===== src/rtl/display_mode_sequencer_pkg.sv =====
// -----------------------------------------------------------------------------
// display_mode_sequencer_pkg
// Shared definitions for the display mode sequencer:
//   - sequencer state codes (also published on o_state)
//   - display mode index constants
//   - per-mode timing/clock parameter table used by the parameter mux that
//     follows o_mode
// No ports (package).
// -----------------------------------------------------------------------------
package display_mode_sequencer_pkg;

  typedef enum logic [2:0] {
    ST_CLK_RST   = 3'd0,
    ST_WAIT_LOCK = 3'd1,
    ST_SETTLE    = 3'd2,
    ST_DARK      = 3'd3,
    ST_RUN       = 3'd4,
    ST_DRAIN     = 3'd5
  } seq_state_e;

  localparam logic [1:0] MODE_640X480   = 2'd0;
  localparam logic [1:0] MODE_800X600   = 2'd1;
  localparam logic [1:0] MODE_1280X720  = 2'd2;
  localparam logic [1:0] MODE_1920X1080 = 2'd3;

  typedef struct packed {
    logic [11:0] h_active;
    logic [11:0] v_active;
    logic [17:0] pclk_khz;
  } mode_timing_t;

  // Parameter table looked up by the timing/clock mux from o_mode.
  function automatic mode_timing_t mode_timing(input logic [1:0] mode);
    mode_timing_t t;
    case (mode)
      MODE_800X600:   t = '{h_active: 12'd800,  v_active: 12'd600,  pclk_khz: 18'd40000};
      MODE_1280X720:  t = '{h_active: 12'd1280, v_active: 12'd720,  pclk_khz: 18'd74250};
      MODE_1920X1080: t = '{h_active: 12'd1920, v_active: 12'd1080, pclk_khz: 18'd148500};
      default:        t = '{h_active: 12'd640,  v_active: 12'd480,  pclk_khz: 18'd25175};
    endcase
    return t;
  endfunction

endpackage


===== src/rtl/xd_sync_2ff.sv =====
// -----------------------------------------------------------------------------
// xd_sync_2ff
// Two-flop synchroniser for quasi-static or toggle signals entering the
// i_clk domain.
// Ports:
//   i_clk    in  1      destination clock
//   i_rst_n  in  1      asynchronous active-low reset
//   i_d      in  WIDTH  asynchronous input
//   o_q      out WIDTH  synchronised output (2 cycles latency)
// -----------------------------------------------------------------------------
module xd_sync_2ff #(
  parameter int              WIDTH     = 1,
  parameter logic [WIDTH-1:0] RESET_VAL = '0
) (
  input  logic             i_clk,
  input  logic             i_rst_n,
  input  logic [WIDTH-1:0] i_d,
  output logic [WIDTH-1:0] o_q
);

  logic [WIDTH-1:0] r_meta;
  logic [WIDTH-1:0] r_sync;

  always_ff @(posedge i_clk or negedge i_rst_n) begin
    if (!i_rst_n) begin
      r_meta <= RESET_VAL;
      r_sync <= RESET_VAL;
    end else begin
      r_meta <= i_d;
      r_sync <= r_meta;
    end
  end

  assign o_q = r_sync;

endmodule


===== src/rtl/display_mode_sequencer.sv =====
// -----------------------------------------------------------------------------
// display_mode_sequencer
// Power-up and mode-change sequencer for the display pipeline: holds the
// display clock generator in reset, waits for stable lock, releases the
// timing generator, keeps DVI output dark for DARK_FRAMES frames, then
// enables it. Recovers from lock loss and switches modes at frame boundaries.
// Ports:
//   i_clk       in  1       board clock
//   i_rst_n     in  1       asynchronous active-low reset
//   i_mode_req  in  MODE_W  requested mode, sampled when i_mode_stb=1
//   i_mode_stb  in  1       one-cycle request strobe
//   i_locked    in  1       clock generator lock (asynchronous)
//   i_frame_tgl in  1       toggles once per frame start (pixel domain)
//   o_clk_rst   out 1       reset to display clock generator
//   o_tim_rst   out 1       reset to timing generator
//   o_mode      out MODE_W  active mode index
//   o_out_en    out 1       DVI output enable
//   o_busy      out 1       high in every state except RUN
//   o_err       out 1       sticky lock-timeout flag
//   o_state     out 3       current state code
// -----------------------------------------------------------------------------
module display_mode_sequencer
  import display_mode_sequencer_pkg::*;
#(
  parameter int MODE_W        = 2,
  parameter int DEFAULT_MODE  = 0,
  parameter int RST_CYCLES    = 16,
  parameter int LOCK_TIMEOUT  = 1000000,
  parameter int SETTLE_CYCLES = 1024,
  parameter int DARK_FRAMES   = 2,
  parameter int DRAIN_TIMEOUT = 2000000
) (
  input  logic              i_clk,
  input  logic              i_rst_n,
  input  logic [MODE_W-1:0] i_mode_req,
  input  logic              i_mode_stb,
  input  logic              i_locked,
  input  logic              i_frame_tgl,
  output logic              o_clk_rst,
  output logic              o_tim_rst,
  output logic [MODE_W-1:0] o_mode,
  output logic              o_out_en,
  output logic              o_busy,
  output logic              o_err,
  output logic [2:0]        o_state
);

  localparam int RST_W    = $clog2(RST_CYCLES + 1);
  localparam int TO_W     = $clog2(LOCK_TIMEOUT + 1);
  localparam int SETTLE_W = $clog2(SETTLE_CYCLES + 1);
  localparam int FRAME_W  = $clog2(DARK_FRAMES + 1);
  localparam int DRAIN_W  = $clog2(DRAIN_TIMEOUT + 1);

  // Terminal values: a state exits when its counter already holds N-1, so
  // the state occupies exactly N cycles.
  localparam logic [RST_W-1:0]    RST_LAST    = RST_W'(RST_CYCLES - 1);
  localparam logic [TO_W-1:0]     TO_LAST     = TO_W'(LOCK_TIMEOUT - 1);
  localparam logic [SETTLE_W-1:0] SETTLE_LAST = SETTLE_W'(SETTLE_CYCLES - 1);
  localparam logic [FRAME_W-1:0]  FRAME_LAST  = FRAME_W'(DARK_FRAMES - 1);
  localparam logic [DRAIN_W-1:0]  DRAIN_LAST  = DRAIN_W'(DRAIN_TIMEOUT - 1);

  logic w_locked_s;
  logic w_frame_s;
  logic w_frame_evt;

  seq_state_e          r_state;
  logic                r_clk_rst;
  logic                r_tim_rst;
  logic [MODE_W-1:0]   r_mode;
  logic                r_out_en;
  logic                r_busy;
  logic                r_err;
  logic [MODE_W-1:0]   r_pend_mode;
  logic                r_pend_vld;
  logic                r_frame_d;
  logic [RST_W-1:0]    r_rst_cnt;
  logic [TO_W-1:0]     r_to_cnt;
  logic [SETTLE_W-1:0] r_settle_cnt;
  logic [FRAME_W-1:0]  r_frame_cnt;
  logic [DRAIN_W-1:0]  r_drain_cnt;

  xd_sync_2ff #(.WIDTH(1), .RESET_VAL(1'b0)) u_sync_lock (
    .i_clk   (i_clk),
    .i_rst_n (i_rst_n),
    .i_d     (i_locked),
    .o_q     (w_locked_s)
  );

  xd_sync_2ff #(.WIDTH(1), .RESET_VAL(1'b0)) u_sync_frame (
    .i_clk   (i_clk),
    .i_rst_n (i_rst_n),
    .i_d     (i_frame_tgl),
    .o_q     (w_frame_s)
  );

  // Any edge of the synchronised toggle marks a frame start.
  assign w_frame_evt = w_frame_s ^ r_frame_d;

  always_ff @(posedge i_clk or negedge i_rst_n) begin
    if (!i_rst_n) begin
      r_state      <= ST_CLK_RST;
      r_clk_rst    <= 1'b1;
      r_tim_rst    <= 1'b1;
      r_mode       <= MODE_W'(DEFAULT_MODE);
      r_out_en     <= 1'b0;
      r_busy       <= 1'b1;
      r_err        <= 1'b0;
      r_pend_mode  <= '0;
      r_pend_vld   <= 1'b0;
      r_frame_d    <= 1'b0;
      r_rst_cnt    <= '0;
      r_to_cnt     <= '0;
      r_settle_cnt <= '0;
      r_frame_cnt  <= '0;
      r_drain_cnt  <= '0;
    end else begin
      r_frame_d <= w_frame_s;

      // Each counter is cleared when its state exits, so it starts at zero
      // on every entry.
      case (r_state)
        ST_CLK_RST: begin
          if (r_rst_cnt == RST_LAST) begin
            r_rst_cnt <= '0;
            r_clk_rst <= 1'b0;
            r_state   <= ST_WAIT_LOCK;
          end else if (r_rst_cnt < RST_LAST) begin
            r_rst_cnt <= r_rst_cnt + 1'b1;
          end
        end

        ST_WAIT_LOCK: begin
          if (w_locked_s) begin
            r_to_cnt <= '0;
            r_state  <= ST_SETTLE;
          end else if (r_to_cnt == TO_LAST) begin
            r_to_cnt  <= '0;
            r_err     <= 1'b1;
            r_clk_rst <= 1'b1;
            r_state   <= ST_CLK_RST;
          end else if (r_to_cnt < TO_LAST) begin
            r_to_cnt <= r_to_cnt + 1'b1;
          end
        end

        ST_SETTLE: begin
          if (!w_locked_s) begin
            r_settle_cnt <= '0;
            r_state      <= ST_WAIT_LOCK;
          end else if (r_settle_cnt == SETTLE_LAST) begin
            r_settle_cnt <= '0;
            r_tim_rst    <= 1'b0;
            r_state      <= ST_DARK;
          end else if (r_settle_cnt < SETTLE_LAST) begin
            r_settle_cnt <= r_settle_cnt + 1'b1;
          end
        end

        ST_DARK: begin
          if (!w_locked_s) begin
            r_frame_cnt <= '0;
            r_tim_rst   <= 1'b1;
            r_out_en    <= 1'b0;
            r_busy      <= 1'b1;
            r_state     <= ST_WAIT_LOCK;
          end else if (w_frame_evt) begin
            if (r_frame_cnt == FRAME_LAST) begin
              r_frame_cnt <= '0;
              r_out_en    <= 1'b1;
              r_busy      <= 1'b0;
              r_state     <= ST_RUN;
            end else if (r_frame_cnt < FRAME_LAST) begin
              r_frame_cnt <= r_frame_cnt + 1'b1;
            end
          end
        end

        ST_RUN: begin
          if (!w_locked_s) begin
            r_tim_rst <= 1'b1;
            r_out_en  <= 1'b0;
            r_busy    <= 1'b1;
            r_state   <= ST_WAIT_LOCK;
          end else if (r_pend_vld) begin
            if (r_pend_mode != r_mode) begin
              r_out_en <= 1'b0;
              r_busy   <= 1'b1;
              r_state  <= ST_DRAIN;
            end else begin
              r_pend_vld <= 1'b0;
            end
          end
        end

        ST_DRAIN: begin
          if (!w_locked_s) begin
            r_drain_cnt <= '0;
            r_tim_rst   <= 1'b1;
            r_state     <= ST_WAIT_LOCK;
          end else if (w_frame_evt || (r_drain_cnt == DRAIN_LAST)) begin
            r_drain_cnt <= '0;
            r_mode      <= r_pend_mode;
            r_pend_vld  <= 1'b0;
            r_clk_rst   <= 1'b1;
            r_tim_rst   <= 1'b1;
            r_state     <= ST_CLK_RST;
          end else if (r_drain_cnt < DRAIN_LAST) begin
            r_drain_cnt <= r_drain_cnt + 1'b1;
          end
        end

        default: begin
          r_clk_rst <= 1'b1;
          r_tim_rst <= 1'b1;
          r_out_en  <= 1'b0;
          r_busy    <= 1'b1;
          r_state   <= ST_CLK_RST;
        end
      endcase

      // Placed after the FSM so a strobe overrides any clear issued above,
      // including the clear on the DRAIN exit: the newest request survives.
      if (i_mode_stb) begin
        r_pend_mode <= i_mode_req;
        r_pend_vld  <= 1'b1;
      end
    end
  end

  assign o_clk_rst = r_clk_rst;
  assign o_tim_rst = r_tim_rst;
  assign o_mode    = r_mode;
  assign o_out_en  = r_out_en;
  assign o_busy    = r_busy;
  assign o_err     = r_err;
  assign o_state   = r_state;

endmodule

===== config.mk =====
export PLATFORM = sky130hd
export DESIGN_NAME = display_mode_sequencer
export DESIGN_NICKNAME = d
export VERILOG_FILES = /design/src/rtl/display_mode_sequencer_pkg.sv /design/src/rtl/xd_sync_2ff.sv /design/src/rtl/display_mode_sequencer.sv
export SDC_FILE = /design/constraint.sdc
export NUM_CORES = 1
export LEC_CHECK = 0
export BUFFER_PORTS_ARGS = -buffer_cell sky130_fd_sc_hd__buf_4
export CAP_MARGIN = 20
export CORE_ASPECT_RATIO = 0.7
export CORE_UTILIZATION = 57
export DETAILED_ROUTE_END_ITERATION = 8
export HOLD_SLACK_MARGIN = 0.1
export PLACE_DENSITY_LB_ADDON = 0.08
export SLEW_MARGIN = 5
export SYNTH_ARGS = -nofsm -noshare
export SYNTH_HDL_FRONTEND = slang
export SYNTH_SLANG_ARGS = --single-unit

===== constraint.sdc =====
create_clock -name i_clk -period 4.45 [get_ports i_clk]
set_input_delay 0.2225 -clock i_clk [delete_from_list [all_inputs] [get_ports i_clk]]
set_output_delay 0.2225 -clock i_clk [all_outputs]
set_load 0.005 [all_outputs]

==> qor.csv <==
stage,metric,value,unit
synth,synth_compound_area_share,24.2,%
final_layout,drive_above_1_share,12.3,%
clock_tree,cts_tree,yes,
setup_path,cp-end-kind,flip-flop,
synth,synth_edf_count,0,
timing,finalClockSkew,0.0106,ns
synth,synth_area_leaders,"dfrtp_1, nand2_1, a31oi_1, nand3_1, nor2_1",
placed_design,gpl.final_weighted_congestion,0.934,
clock_tree,path_clk_slew,0.08,ns
setup_path,critPathRequiredTime,4.72,ns
placed_design,dp_hpwl,7.76,mm
synth,synth_top_family_by_area,compound AO/OA/AOI/OAI gates,
synth,yosysSeqAreaShare,43.2,%
route,viasPerCell,6.64,
grt,antenna_found_initial,0,
synth,async_flop_share,100,%
power,pwr-share-seq,44.1,%
route,drt_first_pass_iters,4,
status,status,finished clean,
final_layout,nets,500,
synth,syn_inst,480,
floorplanning,die_area,0.00821,mm2
synth,synth_xor_xnor_area_share,1.17,%
setup_path,crit_type,reg -> reg,
synth,synth_fp_nets,491,
power,power_density,425,mW/mm2
timing,hold_violations,0,
setup_path,slowest_delay,0.60,ns
power,p_sw,0.000684,W
timing,setup_tns,0,ns
synth,synth_top_area_share,41.4,%
synth,yosys_most_used_dff,dfrtp_1,
route,via_count,3930,
clock_tree,root_buffer,clkbuf_8,
synth,synthSimpleGateAreaFrac,23.5,%
timing,setup_viol,0,
power,p_leak,2.00,nW
grt,grt_pass1_vias,3604,
synth,synth_warnings,0,
route,drt-initial-drc-count,318,
power,p_total,0.00209,W
route,antenna_left,0,
grt,grt_overflow,0,
final_layout,stdcell_area,0.00492,mm2
floorplanning,core,0.00745,mm2
grt,grt_pass1_wl,18.8,mm
floorplanning,rows,26,
power,pwr-share-comb,22.7,%
synth,syn_area,0.00447,mm2
timing,clock.fmax,0.381,GHz
clock_tree,cts.sinks,77,
clock_tree,clock_path_buffers,2,
grt,grt_use_total,29.4,%
setup_path,worst_path_max_delay_cell,or4_4,
synth,avgSynthCellArea,9.32,um2
setup_path,crit_path_start_kind,flip-flop,
power,vdd_ir_drop_max,0.000287,V
placed_design,portBuffers,16,
worst_hold_path,hold_class,in -> reg,
synth,synth_mux_area_share,2.60,%
timing,finalCriticalPeriod,2.62,ns
route,avgRoutedWirePerCell,18.6,um
floorplanning,pin_count,17,
clock_tree,worstSkewPairLatency,0.36,ns
floorplanning,die_h,76.1,um
timing,report.final.slew_viol_count,0,
timing,rsz0062_at_grt,false,
power,pwr-share-clk,33.2,%
floorplanning,initial_core_util,60.0,%
route,drc,0,
clock_tree,h-tree-depth,3,
synth,synth.distinct_cells,75,
timing,finalCritPeriodShare,59.0,%
timing,slew_headroom,30.6,%
synth,synth_fa_ha_area_share,1.12,%
synth,yosysTopAreaCell,dfrtp_1,
run,maxCapViolCount,0,
power,intPower,0.00141,W
setup_path,crit_family,compound AO/OA/AOI/OAI gates,
placed_design,postPlaceCellArea,0.00462,mm2
power,swShare,32.7,%
setup_path,arrival,2.90,ns
grt,grt_max_degree,78,
setup_path,crit_chain,or4_4 > a211o_4 > a21oi_2 > nand2_1 > o221ai_1,
final_layout,diodes,0,
clock_tree,cts_setup_buffers,0,
synth,ys_seq_elements,77,
final_layout,syn2layout_area_growth,10.1,%
setup_path,path_buf_inv,0,
timing,tightestPinTransition,1.03,ns
floorplanning,die_w,108,um
clock_tree,numCtsBuffers,9,
setup_path,crit_fanout,12,
route,totalWireLength,11.0,mm
## power by group through the flow
stage               clock network, W  registers, W  logic, W
floorplan                          0      0.000875  0.000363
global placement                   0      0.000925  0.000450
detailed placement                 0      0.000931  0.000466
CTS                         0.000705      0.000919  0.000473
global route                0.000735      0.000937  0.000533
finish                      0.000696      0.000922  0.000475
## Yosys cell counts, types with 14 or more instances
cell type / n
dfrtp_1: 74
nand2_1: 44
nor2_1: 29
nand3_1: 27
inv_1: 23
a31oi_1: 22
o21ai_0: 18
a21oi_1: 17
nor3_1: 17
nand4_1: 16
clkbuf_1: 14
## cell type report
cell class	instances	area, um2
fill	640	2520
multi-input combinational	356	2350
sequential	77	1930
timing repair buffer	21	168
clock inverter	6	135
clock buffer	10	128
tap	98	123
inverter	24	90.1
## layout by cell type (no fill, tap or decap), types with 5 or more instances in the layout
master    synthesis  final
a21oi_1          17     17
a221o_1           7      7
a22o_1            5      5
a31oi_1          22     22
and2_1            7      7
and3_1           10     10
and4_1            8      8
buf_4             2     17
clkbuf_8          0      9
dfrtp_1          74     74
inv_1            23     23
mux2_2            5      5
mux2i_1           6      6
nand2_1          44     44
nand2b_1          8      8
nand3_1          27     27
nand4_1          16     16
nor2_1           29     29
nor3_1           17     17
nor4_1            6      6
o21ai_0          18     18
o221ai_1         10     10
or3_1             5      5
## sequential cells by signal, summed over array words and instances (netlist names)
name / flops
o_clk_rst: 1
o_mode: 2
o_tim_rst: 1
o_state: 3
o_busy: 1
r_pend_mode: 2
u_sync_lock.o_q: 1
r_pend_vld: 1
r_to_cnt: 20
r_settle_cnt: 11
r_drain_cnt: 21
u_sync_frame.o_q: 1
r_rst_cnt: 5
o_err: 1
o_out_en: 1
u_sync_lock.r_meta: 1
r_frame_cnt: 2
r_frame_d: 1
u_sync_frame.r_meta: 1
## what timing repair did
item | 4_1_cts | 5_1_grt
resized for setup | 0 | 0
hold buffers | 4 | 0
endpoints found under the hold margin | 77 | 0
## final timing paths
kind / from / to / slack (ns) / cells after the start
max in group asynchronous: i_rst_n / r_drain_cnt[3] / 3.26 / 2
max reg2reg: r_to_cnt[13] / r_to_cnt[9] / 1.83 / 5
max: r_to_cnt[13] / r_to_cnt[9] / 1.83 / 5
min: i_mode_req[1] / r_pend_mode[1] / 0.13 / 2
min in group asynchronous: i_rst_n / r_drain_cnt[12] / 0.51 / 2
min reg2reg: u_sync_lock.r_meta / u_sync_lock.o_q / 0.36 / 0
## worst reg2reg max path: stages (launching register included)
cell and delay [ns]:
dfrtp_1 0.45, or4_4 0.60, a211o_4 0.38, a21oi_2 0.52, nand2_1 0.32, o221ai_1 0.27
## per-stage QoR
stage               hold WS, ns  setup WS, ns  cells  util, %
floorplan               -0.0731          2.37    480        -
global placement          0.333          1.94    572     62.0
detailed placement        0.333          1.86    572     62.0
CTS                       0.112          1.85    592     66.1
global route              0.113          1.63    592     66.1
finish                    0.127          1.83    592     66.1
## per-layer routing
layer / share of wire, % / track usage [%] / wire length (um)
met1: 52 / 48.5 / 5670
met4: 0.81 / 6.99 / 89
met3: 7.3 / 6.67 / 801
met5: 0 / 0 / 0
met2: 40 / 38.1 / 4450
## logic make-up (layout without fill, tap and decap cells)
group,after synthesis,after routing
AOI/OAI and AO/OA,142,142
muxes,11,11
DFF,77,77
xor gates and xnor gates,6,6
adders and majority gates,4,4
and+or+nand+nor,193,193
buffers and inverters,47,61
(Power assumes the default switching activity.)
